[src/rtl/pattern_gen_if.sv]
// Control/pattern bundle between a stimulus driver and pattern_gen.
// master drives the controls, slave returns the registered pattern.
interface pattern_gen_if #(
  parameter int unsigned WIDTH = 8
) ();
  logic             en;
  logic [1:0]       mode;
  logic             load;
  logic [WIDTH-1:0] load_val;
  logic [WIDTH-1:0] y;
  logic             wrap;

  modport master (
    output en, mode, load, load_val,
    input  y, wrap
  );

  modport slave (
    input  en, mode, load, load_val,
    output y, wrap
  );
endinterface

[src/rtl/pattern_gen.sv]
// Registered constant/pattern source: hold, count, rotate or toggle
// a programmable reset value, with a one-cycle wrap pulse.
module pattern_gen #(
  parameter int unsigned      WIDTH = 8,
  parameter logic [WIDTH-1:0] INIT  = {WIDTH{1'b1}},
  parameter logic [WIDTH-1:0] STEP  = WIDTH'(1)
) (
  input logic          clk,
  input logic          rst,
  pattern_gen_if.slave bus
);

  localparam int unsigned CW = $clog2(WIDTH);
  localparam logic [CW-1:0] ROT_LAST = CW'(WIDTH - 1);

  typedef enum logic [1:0] {
    M_HOLD = 2'b00,
    M_INC  = 2'b01,
    M_ROTL = 2'b10,
    M_TOG  = 2'b11
  } mode_e;

  logic [WIDTH-1:0] y_q, y_d;
  logic             wrap_q, wrap_d;
  logic [CW-1:0]    rot_q, rot_d;
  logic             phase_q, phase_d;
  logic [1:0]       mode_q, mode_d;
  logic [WIDTH:0]   sum;

  always_ff @(posedge clk or posedge rst) begin
    if (rst) begin
      y_q     <= INIT;
      wrap_q  <= 1'b0;
      rot_q   <= '0;
      phase_q <= 1'b0;
      mode_q  <= 2'b00;
    end else begin
      y_q     <= y_d;
      wrap_q  <= wrap_d;
      rot_q   <= rot_d;
      phase_q <= phase_d;
      mode_q  <= mode_d;
    end
  end

  always_comb begin
    y_d     = y_q;
    wrap_d  = 1'b0;
    rot_d   = rot_q;
    phase_d = phase_q;
    mode_d  = bus.mode;
    sum     = {1'b0, y_q} + {1'b0, STEP};
    if (bus.load) begin
      y_d     = bus.load_val;
      rot_d   = '0;
      phase_d = 1'b0;
    end else begin
      // a mode change restarts the sequence before this cycle's step
      if (bus.mode != mode_q) begin
        rot_d   = '0;
        phase_d = 1'b0;
      end
      if (bus.en) begin
        unique case (mode_e'(bus.mode))
          M_HOLD: y_d = y_q;
          M_INC: begin
            y_d    = sum[WIDTH-1:0];
            wrap_d = sum[WIDTH];
          end
          M_ROTL: begin
            y_d = {y_q[WIDTH-2:0], y_q[WIDTH-1]};
            if (rot_d == ROT_LAST) begin
              wrap_d = 1'b1;
              rot_d  = '0;
            end else begin
              rot_d = rot_d + CW'(1);
            end
          end
          M_TOG: begin
            y_d     = ~y_q;
            wrap_d  = phase_d;
            phase_d = ~phase_d;
          end
          default: y_d = y_q;
        endcase
      end
    end
  end

  assign bus.y    = y_q;
  assign bus.wrap = wrap_q;

endmodule
[src/flat_wrapper.sv]
// flat-port wrapper written by rule: the top's interface ports become plain ports
module pattern_gen_flat 
#(
  parameter int unsigned      WIDTH = 8,
  parameter logic [WIDTH-1:0] INIT  = {WIDTH{1'b1}},
  parameter logic [WIDTH-1:0] STEP  = WIDTH'(1)
)
  (clk, rst, bus_en, bus_mode, bus_load, bus_load_val, bus_y, bus_wrap);
  pattern_gen_if #(.WIDTH(WIDTH)) bus_i ();
  input logic clk;
  input logic rst;
  input wire logic [$bits(bus_i.en)-1:0] bus_en;
  input wire logic [$bits(bus_i.mode)-1:0] bus_mode;
  input wire logic [$bits(bus_i.load)-1:0] bus_load;
  input wire logic [$bits(bus_i.load_val)-1:0] bus_load_val;
  output wire logic [$bits(bus_i.y)-1:0] bus_y;
  output wire logic [$bits(bus_i.wrap)-1:0] bus_wrap;
  assign bus_i.en = bus_en;
  assign bus_i.mode = bus_mode;
  assign bus_i.load = bus_load;
  assign bus_i.load_val = bus_load_val;
  assign bus_y = bus_i.y;
  assign bus_wrap = bus_i.wrap;
  pattern_gen #(.WIDTH(WIDTH), .INIT(INIT), .STEP(STEP)) u_core (.clk(clk), .rst(rst), .bus(bus_i));
endmodule
[config.mk]
export PLATFORM = sky130hd
export DESIGN_NAME = pattern_gen_flat
export DESIGN_NICKNAME = d
export VERILOG_FILES = /design/src/rtl/pattern_gen_if.sv /design/src/rtl/pattern_gen.sv /design/src/flat_wrapper.sv
export SDC_FILE = /design/constraint.sdc
export NUM_CORES = 1
export LEC_CHECK = 0
export CAP_MARGIN = 10
export CORE_ASPECT_RATIO = 1.4
export CORE_MARGIN = 2
export CORE_UTILIZATION = 45
export DETAILED_ROUTE_END_ITERATION = 8
export MAX_ROUTING_LAYER = met4
export PLACE_DENSITY_LB_ADDON = 0.25
export SYNTH_ARGS = -nofsm -noshare
export SYNTH_HDL_FRONTEND = slang
export SYNTH_SLANG_ARGS = --single-unit
[constraint.sdc]
create_clock -name clk -period 1.9 [get_ports clk]
set_input_delay 0.38 -clock clk [delete_from_list [all_inputs] [get_ports clk]]
set_output_delay 0.38 -clock clk [all_outputs]
set_load 0.01 [all_outputs]
## After elaboration in Yosys (flattened, before gate mapping)

Cells that the tools add are included.

- Bits in read-only memories: 0
- Word-level logic and storage cells: 36
- Memories kept: 0
- Memory bits (writable): 0
- Bits in latches: 0
- Bits of input ports: 14
- Register bits: 15

- Add/subtract/negate cells: 2
- Reductions and logical operators: 3
- Mux-type cells: 18
- Shifts and indexed selects: 0
- $lt $le $gt $ge: 0
- Equality and inequality tests: 6
- Bitwise operators: 2
- Divide/modulo/power cells: 0
- $mul: 0

Operators with widths:

| kind | count |
|---|---|
| one-hot mux 8 bit (3 select lines) | 1 |
| two-way mux 3 bit | 6 |
| two-way mux 8 bit | 2 |
| adder 8 x 1 -> 9 bit (second input constant) | 1 |
| two-way mux 1 bit | 8 |
| NOT 8 bit | 1 |
| equality test 2 bit (second input constant) | 2 |
| adder 3 x 1 -> 3 bit (second input constant) | 1 |
| equality test 3 bit (second input constant) | 1 |
| one-hot mux 1 bit (3 select lines) | 1 |
| equality test 2 x 1 -> 1 bit (second input constant) | 1 |
| zero test 2 bit | 1 |
| != test 2 bit | 1 |
| != test 2 bit (second input constant) | 1 |
| AND reduction 2 bit | 1 |
| nonzero test 2 bit | 1 |
| NOT 1 bit | 1 |

## Longest topological paths before layout

Gate-level depths: netlist of run 1.

- Depth in word-level cells: 8
- Gate-level depth with buffers: 8
- Depth with buffers taken out: 7

## Worst setup path after synthesis of run 1

No wires, ideal clock.

- Path kind: input-to-reg
- From: input bus_mode[0]
- To: register u_core.rot_q[2]
- Buffers on the path: 1
- Data arrival time: 1551 ps
- Stages: 8
- Slack: 213 ps
- Required time: 1764 ps
- Cell sequence: buf_6 xor2_1 nor2_1 and2_1 ha_1 ha_1 nand3_1 a21oi_1

- Longest elaborated chain between the ends: 8
- Elaborated cells on any way between the ends: 10
- Classes of those cells: 1 x add/sub; 3 x eq/ne; 6 x mux

Ends and longest elaborated chain:

| item | line | RTL |
|---|---|---|
| start: declaration | flat_wrapper.sv:13 | `input wire logic [$bits(bus_i.mode)-1:0] bus_mode;` |
| != test 2 bit | pattern_gen.sv:59 | `if (bus.mode != mode_q) begin` |
| two-way mux 3 bit | pattern_gen.sv:59 |  |
| two-way mux 3 bit | pattern_gen.sv:53 | `if (bus.load) begin` |
| adder 3 x 1 -> 3 bit / equality test 3 bit (equally long branches) | pattern_gen.sv:76, pattern_gen.sv:72 |  |
| two-way mux 3 bit | pattern_gen.sv:72 | `if (rot_d == ROT_LAST) begin` |
| two-way mux 3 bit | pattern_gen.sv:64 | `unique case (mode_e'(bus.mode))` |
| two-way mux 3 bit * | pattern_gen.sv:63 | `if (bus.en) begin` |
| two-way mux 3 bit * | pattern_gen.sv:53 |  |
| via u_core.rot_d[2] | pattern_gen.sv:25 | `logic [CW-1:0] rot_q, rot_d;` |
| end signal: assignment | pattern_gen.sv:40 | `rot_q <= rot_d;` |
| end: declaration | pattern_gen.sv:25 |  |

The timed path passes the listed nets; every way through them passes the cells marked *. The select of a mux whose other input is x is not followed.
A chain may end at the register's enable or synchronous reset.

## Worst setup path in the final report of run 1

- From: register u_core.y_q[3] (netlist: u_core.bus.y[3])
- To: output bus_y[3]

RTL lines:

| item | line | RTL |
|---|---|---|
| start: declaration | pattern_gen.sv:23 | `logic [WIDTH-1:0] y_q, y_d;` |
| start signal: assignment | pattern_gen.sv:38 | `y_q <= y_d;` |
| end: declaration | flat_wrapper.sv:16 | `output wire logic [$bits(bus_i.y)-1:0] bus_y;` |

No word-level cell between the ends.

==> qor.log, run 1 <==
[status] run status finished, final reports clean
[sta] Max Clk Rate 540 MHz
[sta] Total Negative Setup Slacks 0 ns
[setup_path] Worst Setup End Kind primary output
[sta] final number of hold-violating endpoints 0
[layout] fraction of layout instances using a drive strength above 1 17.6%
[layout] area used by multi-input combinational logic 656 um2
[cts] clock net sink count 15
[cts] clock latency of the later-clocked register in the worst-skew pair 0.30 ns
[sta] setup repair after global routing missed its margin no
[drt] DRT Pass-1 Iters 4
[cts] clock tree root driver cell sky130_fd_sc_hd__clkbuf_4
[global_route] vias in the first global route 1097
[drt] initial DRC count 23
[floorplanning] I/O Pins 23
[cts] CTS tree built
[logic_synthesis] main flop type after synthesis sky130_fd_sc_hd__dfstp_2
[drt] remaining routing DRC violations 0
[logic_synthesis] count of flip-flops with a built-in enable after synthesis 0
[floorplanning] Starting Density 46.9%
[layout] Sequential Area 385 um2
[cts] number of hold buffers added after CTS 0
[floorplanning] Die Width 45.9 um
[logic_synthesis] count of synthesis-stage warnings from yosys 0
[sta] number of pins with negative max-slew slack in the final report 0
[sta] clock period minus worst slack 1.85 ns
[logic_synthesis] largest area contributor in the netlist sky130_fd_sc_hd__dfstp_2
[power_and_ir_drop] leakage power total 0.595 nW
[logic_synthesis] Syn Area/Cell 8.27 um2
[layout] final antenna diode count 0
[global_route] all-layer global routing usage 21.3%
[worst_hold_path] class of the worst hold path in -> async
[global_route] global-route congestion overflow total 0
[sta] transition time at the pin with the least slew margin 0.615 ns
[setup_path] beginning of the worst register-to-register path u_core.bus.y[1]
[place] last weighted congestion value of the routability-driven placer 0.854
[cts] clock buffer depth 2
[logic_synthesis] cell area after synthesis 1110 um2
[drt] WL final 2680 um
[setup_path] CP Launch Type register
[power_and_ir_drop] Peak VDD IR 0.313 mV
[setup_path] crit path DAT 1.47 ns
[setup_path] WP data required 1.52 ns
[sta] setup violators final 0
[sta] Worst slew margin 58.9%
[layout] post-synthesis to final-layout area growth 29.2%
[global_route] antenna violations before repair 0
[floorplanning] Die Y 62.7 um
[drt] vias after detailed routing 1103
[floorplanning] total number of placement rows 21
[global_route] pin count of the biggest net entering global routing 24
[setup_path] crit path cell chain clkdlybuf4s50_1
[logic_synthesis] share of the synthesized area in the top cell type 19.0%
[cts] clk slew on worst S/H paths 0.10 ns
[drt] via density per instance 5.87
[setup_path] family with the most delay on the worst path flip-flops
[setup_path] R2R depth 5
[cts] clock buffers created by TritonCTS 3
[drt] number of nets with antenna violations after routing 0
[power_and_ir_drop] power density normalized to cell area 600 nW/um2
[place] placed cell area 1380 um2
[layout] net count of the finished layout 184
[setup_path] largest fanout on the critical path 8
[logic_synthesis] proportion of synthesized chip area in sequential cells 34.8%
[global_route] GRT met3 Usage 1.73%
[place] count of input and output buffers 22
[logic_synthesis] number of storage elements in the synthesis netlist 15
[floorplanning] standard cell core area 2360 um2
[sta] Final Cycle Share 97.5%
[cts] H-tree Lvls 1
[setup_path] destination of the worst register-to-register timing path u_core.bus.y[2]
[logic_synthesis] Synth area leaders sky130_fd_sc_hd__dfstp_2 (19%), sky130_fd_sc_hd__dfrtp_1 (16%), sky130_fd_sc_hd__a21oi_1 (5.4%)
[setup_path] crit path kind reg -> out
[job] number of max-cap violations 0
[logic_synthesis] async set-or-reset flop fraction in the synthesized netlist 100%
[setup_path] CP bufs+invs 1
[layout] fillcell total 223
[global_route] met1 usage 26.3%
[drt] Avg WL per Cell 14.3 um
[global_route] met2 global-route usage 34.0%
[sta] worst-case clock skew 0.00309 ns
[logic_synthesis] Mapped Cells 134
[floorplanning] die outline area 2880 um2
[logic_synthesis] synth unique cells 40
[global_route] layer with the highest usage met2
[layout] post-route design area 1430 um2
[place] post-detailed-placement half-perimeter wirelength 1870 um
[setup_path] flop-to-flop setup slack 0.18 ns
[setup_path] critical path's slowest cell sky130_fd_sc_hd__dfstp_2
[global_route] global-route wire length before repair 4570 um
[setup_path] Slowest Stage Delay on Critical Path 0.61 ns
[logic_synthesis] net count of the mapped netlist 152
-- worst max path at each step --
stage | from | to | slack, ns | depth (start not counted)
detailed placement | bus_mode[0] | u_core.rot_q[0] | -0.18 | 8
finish | u_core.bus.y[3] | bus_y[3] | 0.05 | 1
floorplan | bus_mode[0] | u_core.rot_q[2] | 0.21 | 8
global route | u_core.bus.y[3] | bus_y[3] | 0.01 | 1
CTS | u_core.bus.y[4] | bus_y[4] | 0.04 | 1
global placement | bus_mode[0] | u_core.rot_q[0] | -0.15 | 8
-- sequential cells by signal, indices dropped and copies added (netlist names) --
signal / flops
u_core.bus.wrap: 1
u_core.bus.y: 8
u_core.mode_q: 2
u_core.phase_q: 1
u_core.rot_q: 3
-- synth_stat cells (all sizes together), types with 2 or more instances --
cell type and instances:
o21a 2, dfstp 8, dfrtp 7, nor2 6, inv 3, clkbuf 3
nor3b 3, and3b 2, buf 6, nand2b 2, o21ai 13, xor2 2
nor2b 8, a221oi 2, ha 4, nand4 2, nand2 14, a21oi 13
nand3 10, and2 4, o32ai 2, a31oi 2, nor3 5
-- final cells by class --
class                           count  share of cell area [%]
Timing Repair Buffer               36                    22.6
Clock buffer                        3                    1.57
Inverter                            3                   0.786
Clock inverter                      1                   0.349
Tap cell                           23                    2.01
Sequential cell                    15                    26.9
Multi-Input combinational cell    107                    45.8
-- power by group --
part           internal (mW)  total (mW)  switching (mW)
sequential             0.358       0.390          0.0317
combinational          0.140       0.269           0.129
clock                 0.0787       0.202           0.123
-- per-stage QoR --
step                setup slack (ns)  util (%)  hold slack [ns]  instances  total power, mW
floorplan                      0.213         -            0.276        134            0.539
global placement              -0.146      58.5            0.528        181            0.646
detailed placement            -0.177      58.5            0.523        181            0.652
CTS                           0.0415      59.9            0.456        186            0.856
global route                  0.0141      60.6            0.524        188            0.906
finish                        0.0466      60.6            0.438        188            0.860
-- placed cells by master (no fill, tap or decap), types with 2 or more instances in the layout --
master                             n
sky130_fd_sc_hd__buf_4            14
sky130_fd_sc_hd__nand2b_1          2
sky130_fd_sc_hd__nor3b_1           3
sky130_fd_sc_hd__a31oi_1           2
sky130_fd_sc_hd__inv_1             3
sky130_fd_sc_hd__dfstp_2           8
sky130_fd_sc_hd__clkbuf_4          3
sky130_fd_sc_hd__nand4_1           2
sky130_fd_sc_hd__dfrtp_1           7
sky130_fd_sc_hd__nand3_1          10
sky130_fd_sc_hd__and2_1            4
sky130_fd_sc_hd__a21oi_1          12
sky130_fd_sc_hd__and3b_1           2
sky130_fd_sc_hd__nand2_1          14
sky130_fd_sc_hd__nor2b_1           7
sky130_fd_sc_hd__o21ai_0          12
sky130_fd_sc_hd__xor2_1            2
sky130_fd_sc_hd__nor3_1            5
sky130_fd_sc_hd__nor2_1            6
sky130_fd_sc_hd__ha_1              4
sky130_fd_sc_hd__o32ai_1           2
sky130_fd_sc_hd__o21a_1            2
sky130_fd_sc_hd__clkdlybuf4s50_1  21
-- kinds of logic after synthesis --
kind of cell	share of synthesized area, %
flip-flops	34.8
adder cells (fa/ha/maj)	4.51
AND/OR/NAND/NOR	28.9
AO/OA/AOI/OAI	23.3
XOR/XNOR	1.58
multiplexers	0.903
buffers and inverters	6.09
-- worst register-to-register path, stage by stage (launching register included) --
cell                       delay [ns]
sky130_fd_sc_hd__dfstp_2         0.61
sky130_fd_sc_hd__ha_1            0.26
sky130_fd_sc_hd__a21oi_2         0.07
sky130_fd_sc_hd__or3b_1          0.36
sky130_fd_sc_hd__a221oi_2        0.26
sky130_fd_sc_hd__a21o_1          0.11
-- what timing repair did --
| item | in CTS | in global routing |
|---|---|---|
| buffers inserted | 1 | 2 |
| setup endpoints to repair | 2 | 1 |
| gates resized for setup | 1 | 0 |
-- routing by layer --
layer,up-vias,wire [um]
li1,546,-
met1,518,1180
met2,34,1350
met3,5,97
met4,0,55
met5,-,0
(Power assumes the default switching activity.)
==> inputs of run 2 (changes only) <==
--- a/config.mk
+++ b/config.mk
@@ -8,10 +8,11 @@
 export CAP_MARGIN = 10
 export CORE_ASPECT_RATIO = 1.4
 export CORE_MARGIN = 2
-export CORE_UTILIZATION = 45
+export CORE_UTILIZATION = 25
 export DETAILED_ROUTE_END_ITERATION = 8
 export MAX_ROUTING_LAYER = met4
 export PLACE_DENSITY_LB_ADDON = 0.25
+export SETUP_SLACK_MARGIN = 0.15
 export SYNTH_ARGS = -nofsm -noshare
 export SYNTH_HDL_FRONTEND = slang
 export SYNTH_SLANG_ARGS = --single-unit
==> run 2 against run 1 <==
Via count down 2.7%. Clock skew down 0.00088 ns. Worst hold slack better by 0.074 ns. Flip-flop and latch count unchanged. Critical path type unchanged. Critical endpoint is now bus_y[2].
==> qor.log, run 2 (synthesized netlist as in run 1, its figures left out) <==
[drt] initial DRC count 40
[layout] top library cells by usage in the layout, fill and taps aside sky130_fd_sc_hd__nand2_1 (14), sky130_fd_sc_hd__clkdlybuf4s50_1 (14), sky130_fd_sc_hd__o21ai_0 (12), sky130_fd_sc_hd__a21oi_1 (12), sky130_fd_sc_hd__nand3_1 (10)
[setup_path] CP Launch Type register
[sta] transition time at the pin with the least slew margin 0.636 ns
[status] run status finished, final reports clean
[sta] Worst slew margin 57.5%
[cts] clk slew on worst S/H paths 0.06 ns
[power_and_ir_drop] power density normalized to cell area 617 nW/um2
[cts] number of hold buffers added after CTS 0
[setup_path] Slowest Stage Delay on Critical Path 0.53 ns
[power_and_ir_drop] total net switching power 280 uW
[sta] Max Clk Rate 593 MHz
[global_route] antenna violations before repair 0
[global_route] GRT met3 Usage 1.40%
[layout] post-route design area 1490 um2
[global_route] pin count of the biggest net entering global routing 24
[sta] worst-case clock skew 0.00221 ns
[place] placed cell area 1410 um2
[sta] setup repair after global routing missed its margin no
[sta] final number of hold-violating endpoints 0
[cts] clock buffer depth 2
[place] last weighted congestion value of the routability-driven placer 0.813
[global_route] met2 global-route usage 22.2%
[global_route] vias in the first global route 1005
[setup_path] CP bufs+invs 1
[power_and_ir_drop] Switching Share 30.4%
[cts] clock buffers created by TritonCTS 3
[cts] clock net sink count 15
[cts] clock latency of the later-clocked register in the worst-skew pair 0.25 ns
[sta] number of pins with negative max-slew slack in the final report 0
[drt] number of nets with antenna violations after routing 0
[power_and_ir_drop] Peak VDD IR 0.158 mV
[drt] remaining routing DRC violations 0
[sta] Total Negative Setup Slacks 0 ns
[sta] Final Cycle Share 88.8%
[layout] post-synthesis to final-layout area growth 34.6%
[setup_path] largest fanout on the critical path 2
[setup_path] critical path's slowest cell sky130_fd_sc_hd__dfstp_2
[layout] flip-flop count of the largest register after layout 8
[worst_hold_path] class of the worst hold path in -> async
[setup_path] crit path DAT 1.31 ns
[power_and_ir_drop] part of the total power dissipated in the clock network 28.8%
[layout] final antenna diode count 0
[global_route] global-route wire length before repair 4590 um
[power_and_ir_drop] Internal Dissipation 642 uW
[sta] clock period minus worst slack 1.69 ns
[setup_path] crit path kind reg -> out
[cts] clock tree root driver cell sky130_fd_sc_hd__clkbuf_8
[floorplanning] Die Y 82.8 um
[power_and_ir_drop] relative contribution of sequential cells to total power 42.4%
[drt] DRT Pass-1 Iters 4
[cts] CTS tree built
[setup_path] WP data required 1.52 ns
[layout] net count of the finished layout 180
[power_and_ir_drop] leakage power total 0.600 nW
[global_route] layer with the highest usage met2
[setup_path] crit path cell chain clkdlybuf4s50_1
[layout] fillcell total 457
[global_route] all-layer global routing usage 12.6%
[cts] H-tree Lvls 1
[place] count of input and output buffers 22
[floorplanning] standard cell core area 4240 um2
[floorplanning] die outline area 4990 um2
[layout] Sequential Area 385 um2
[place] DP Worst Slack -0.253 ns
[job] number of max-cap violations 0
[drt] WL final 2820 um
[place] post-detailed-placement half-perimeter wirelength 2080 um
[floorplanning] Starting Density 26.2%
[sta] Setup WS post-layout 0.213 ns
[drt] via density per instance 4.86
[floorplanning] total number of placement rows 28
[drt] Avg WL per Cell 12.8 um
[layout] fraction of layout instances using a drive strength above 1 16.8%
[drt] vias after detailed routing 1073
[global_route] met1 usage 13.8%
[setup_path] Worst Setup End Kind primary output
[floorplanning] Die Width 60.3 um
[layout] area used by multi-input combinational logic 678 um2
[sta] setup violators final 0
[power_and_ir_drop] combinational power share 28.9%
[floorplanning] I/O Pins 23
[setup_path] family with the most delay on the worst path flip-flops
[global_route] global-route congestion overflow total 0
run 2: final timing paths:
| path | from | end | slack, ns | depth (start not counted) |
|---|---|---|---|---|
| worst max register to register | u_core.bus.y[0] | u_core.bus.y[2] | 0.28 | 5 |
| worst min-delay path | rst | u_core.mode_q[0] | 0.51 | 2 |
| worst max-delay path | u_core.bus.y[2] | bus_y[2] | 0.21 | 1 |
| max in group asynchronous | rst | u_core.rot_q[0] | 0.98 | 2 |
| min in group clk | u_core.rot_q[1] | u_core.rot_q[1] | 0.53 | 2 |
| worst min register to register | u_core.rot_q[1] | u_core.rot_q[1] | 0.53 | 2 |
run 2: layout make-up:
| cell class | instances | area share, % |
|---|---|---|
| Multi-Input combinational cell | 107 | 45.4 |
| Sequential cell | 15 | 25.8 |
| Timing Repair Buffer | 32 | 19.9 |
| Tap cell | 60 | 5.03 |
| Clock buffer | 4 | 3.02 |
| Inverter | 3 | 0.754 |
run 2: routing by layer:
metal / vias to the layer above / share of wire (%) / routed length, um
li1: 535 / - / -
met1: 514 / 41 / 1170
met2: 20 / 54 / 1520
met3: 4 / 3.0 / 85
met4: 0 / 1.9 / 53
met5: - / 0 / 0
run 2: per-stage QoR:
| step | utilization, % | power [mW] | hold WS [ns] | instances |
|---|---|---|---|---|
| floorplan | - | 0.539 | 0.276 | 134 |
| CTS | 34.6 | 0.923 | 0.523 | 220 |
| finish | 35.2 | 0.922 | 0.513 | 221 |
| detailed placement | 33.1 | 0.651 | 0.525 | 213 |
| global route | 35.2 | 0.980 | 0.547 | 221 |
| global placement | 33.1 | 0.644 | 0.536 | 213 |
run 2: power by group through the flow:
stage               sequential, mW  combinational [mW]  clock (mW)
finish                       0.391               0.266       0.265
global route                 0.396               0.298       0.286
CTS                          0.390               0.255       0.278
detailed placement           0.406               0.245           0
global placement             0.405               0.239           0
floorplan                    0.402               0.138           0
run 2: what timing repair did:
| item | CTS | global route |
|---|---|---|
| hold endpoints to repair | 0 | 0 |
| pin swaps | 3 | 0 |
| setup endpoints to repair | 12 | 2 |
| gates resized for setup | 9 | 3 |
| setup buffers | 3 | 1 |
==> inputs of run 3 (changes only) <==
--- a/config.mk
+++ b/config.mk
@@ -8,10 +8,11 @@
 export CAP_MARGIN = 10
 export CORE_ASPECT_RATIO = 1.4
 export CORE_MARGIN = 2
-export CORE_UTILIZATION = 25
+export CORE_UTILIZATION = 45
+export CTS_CLUSTER_SIZE = 14
 export DETAILED_ROUTE_END_ITERATION = 8
 export MAX_ROUTING_LAYER = met4
-export PLACE_DENSITY_LB_ADDON = 0.25
+export PLACE_DENSITY = 0.77
 export SETUP_SLACK_MARGIN = 0.15
 export SYNTH_ARGS = -nofsm -noshare
 export SYNTH_HDL_FRONTEND = slang
==> run 3 against run 2 <==
Combinational power grew 2%. Worst hold slack worse by 0.072 ns. Critical path depth grew 5. Setup slack got worse by 0.018 ns. Non-clock buffer count increased by 3. Global-route usage rose by 8.8 points. Core utilization grew 25 points. Flip-flop and latch count is the same. Die area decreased by 42%. Sequential power shrank 3%.
==> qor.log, run 3 (synthesized netlist as in run 1, its figures left out) <==
[status] run status finished, final reports clean
[place] DP Worst Slack -0.214 ns
[layout] commonest non-fill, non-tap cell in the layout sky130_fd_sc_hd__nand2_1
[layout] fillcell total 220
[drt] via density per instance 5.80
[sta] Worst slew margin 59.5%
[layout] final antenna diode count 0
[place] count of input and output buffers 22
[cts] clock latency of the later-clocked register in the worst-skew pair 0.30 ns
[power_and_ir_drop] post-route total power 850 uW
[sta] number of pins with negative max-slew slack in the final report 0
[place] last weighted congestion value of the routability-driven placer 0.879
[layout] flip-flop count of the largest register after layout 8
[floorplanning] standard cell core area 2360 um2
[global_route] pin count of the biggest net entering global routing 24
[sta] Setup WS post-layout 0.195 ns
[cts] CTS tree built
[cts] clock tree root driver cell sky130_fd_sc_hd__clkbuf_4
[drt] vias after detailed routing 1084
[global_route] antenna violations before repair 0
[sta] transition time at the pin with the least slew margin 0.606 ns
[drt] remaining routing DRC violations 0
[layout] top library cells by usage in the layout, fill and taps aside sky130_fd_sc_hd__nand2_1 (14), sky130_fd_sc_hd__o21ai_0 (12), sky130_fd_sc_hd__clkdlybuf4s50_1 (12), sky130_fd_sc_hd__buf_4 (12), sky130_fd_sc_hd__a21oi_1 (11)
[cts] number of hold buffers added after CTS 0
[sta] Max Clk Rate 587 MHz
[cts] clock buffers created by TritonCTS 3
[setup_path] critical path's slowest cell sky130_fd_sc_hd__dfstp_2
[place] post-detailed-placement half-perimeter wirelength 1790 um
[sta] worst-case clock skew 0.00601 ns
[setup_path] Worst Setup End Kind register
[setup_path] Slowest Stage Delay on Critical Path 0.54 ns
[global_route] global-route wire length before repair 4550 um
[worst_hold_path] class of the worst hold path in -> async
[floorplanning] I/O Pins 23
[drt] number of nets with antenna violations after routing 0
[sta] Final Cycle Share 89.7%
[global_route] global-route congestion overflow total 0
[layout] area used by multi-input combinational logic 662 um2
[sta] setup repair after global routing missed its margin yes
[cts] clock buffer depth 2
[layout] net count of the finished layout 183
[floorplanning] total number of placement rows 21
[setup_path] CP Launch Type register
[global_route] all-layer global routing usage 21.4%
[sta] final number of hold-violating endpoints 0
[cts] clock net sink count 15
[layout] Sequential Area 385 um2
[power_and_ir_drop] Peak VDD IR 0.387 mV
[sta] setup violators final 0
[floorplanning] die outline area 2880 um2
[drt] WL final 2560 um
[drt] DRT Pass-1 Iters 4
[layout] fraction of layout instances using a drive strength above 1 17.7%
[drt] Avg WL per Cell 13.7 um
[floorplanning] Die Y 62.7 um
[global_route] vias in the first global route 1076
[setup_path] WP data required 2.15 ns
[cts] clk slew on worst S/H paths 0.10 ns
[job] number of max-cap violations 0
[power_and_ir_drop] power density normalized to cell area 592 nW/um2
[cts] H-tree Lvls 1
[floorplanning] Die Width 45.9 um
[setup_path] crit path kind reg -> reg
[setup_path] largest fanout on the critical path 4
[setup_path] crit path cell chain buf_4 > ha_2 > a21oi_2 > or3b_1 > a221oi_2 > a21o_1
[drt] initial DRC count 28
[power_and_ir_drop] leakage power total 0.616 nW
[floorplanning] Starting Density 46.9%
[sta] clock period minus worst slack 1.70 ns
[layout] post-synthesis to final-layout area growth 29.5%
[setup_path] crit path DAT 1.95 ns
[run 3: cell count changes in the layout (fill, tap and decap cells not counted), sizes merged]
cell	change
buf	+3
clkdlybuf4s50	-2
dlymetal6s2s	+1
dlygate4sd2	+1
[run 3: cell type report]
class                           count  area share (%)
Sequential cell                    15            26.9
Multi-Input combinational cell    107            46.1
Inverter                            3           0.785
Tap cell                           23            2.01
Clock buffer                        4            1.83
Timing Repair Buffer               35            22.4
[run 3: critical path: cells and delay by family (launching register included)]
kind	cells	cell delay, ns
and+or+nand+nor	1	0.36
adders and majority gates	1	0.23
DFF	1	0.54
AOI/OAI and AO/OA	3	0.41
buffers and inverters	1	0.11
[run 3: path summary, 6_finish.rpt]
check,slack (ns),start,endpoint,cells past startpoint
setup / recovery,0.20,u_core.bus.y[0],u_core.bus.y[2],6
hold / removal,0.44,rst,u_core.mode_q[1],2
setup reg to reg,0.20,u_core.bus.y[0],u_core.bus.y[2],6
hold reg to reg,0.55,u_core.rot_q[2],u_core.rot_q[2],2
max in group asynchronous,1.07,rst,u_core.mode_q[0],2
min in group clk,0.55,u_core.rot_q[2],u_core.rot_q[2],2
[run 3: what timing repair did]
action	4_1_cts	5_1_grt
setup buffers	6	0
pin swaps	1	0
setup endpoints to repair	9	3
resized for setup	10	2
[run 3: power breakdown]
group | switching, mW | internal [mW] | total [mW]
Clock | 0.118 | 0.0819 | 0.200
Sequential | 0.0212 | 0.358 | 0.379
Combinational | 0.137 | 0.134 | 0.271
Total | 0.276 | 0.574 | 0.850
[run 3: through the flow]
stage	setup TNS (ns)	hold WS, ns	std cells	instance area, um2	utilization [%]
2_1_floorplan	0	0.276	134	1110	-
3_3_place_gp	-0.429	0.532	177	1370	57.8
3_5_place_dp	-0.604	0.537	177	1370	57.8
4_1_cts	0	0.457	187	1430	60.5
5_1_grt	0	0.504	187	1440	60.7
6_report	0	0.440	187	1440	60.7
[run 3: metal layers]
| metal | vias up | wire (um) | part of all wire, % | global-route usage (%) |
|---|---|---|---|---|
| met5 | - | 0 | 0 | - |
| met4 | 0 | 48 | 1.9 | 10.4 |
| met3 | 6 | 96 | 3.8 | 4.34 |
| met2 | 19 | 1270 | 50 | 33.2 |
| met1 | 514 | 1140 | 45 | 25.5 |
| li1 | 545 | - | - | - |
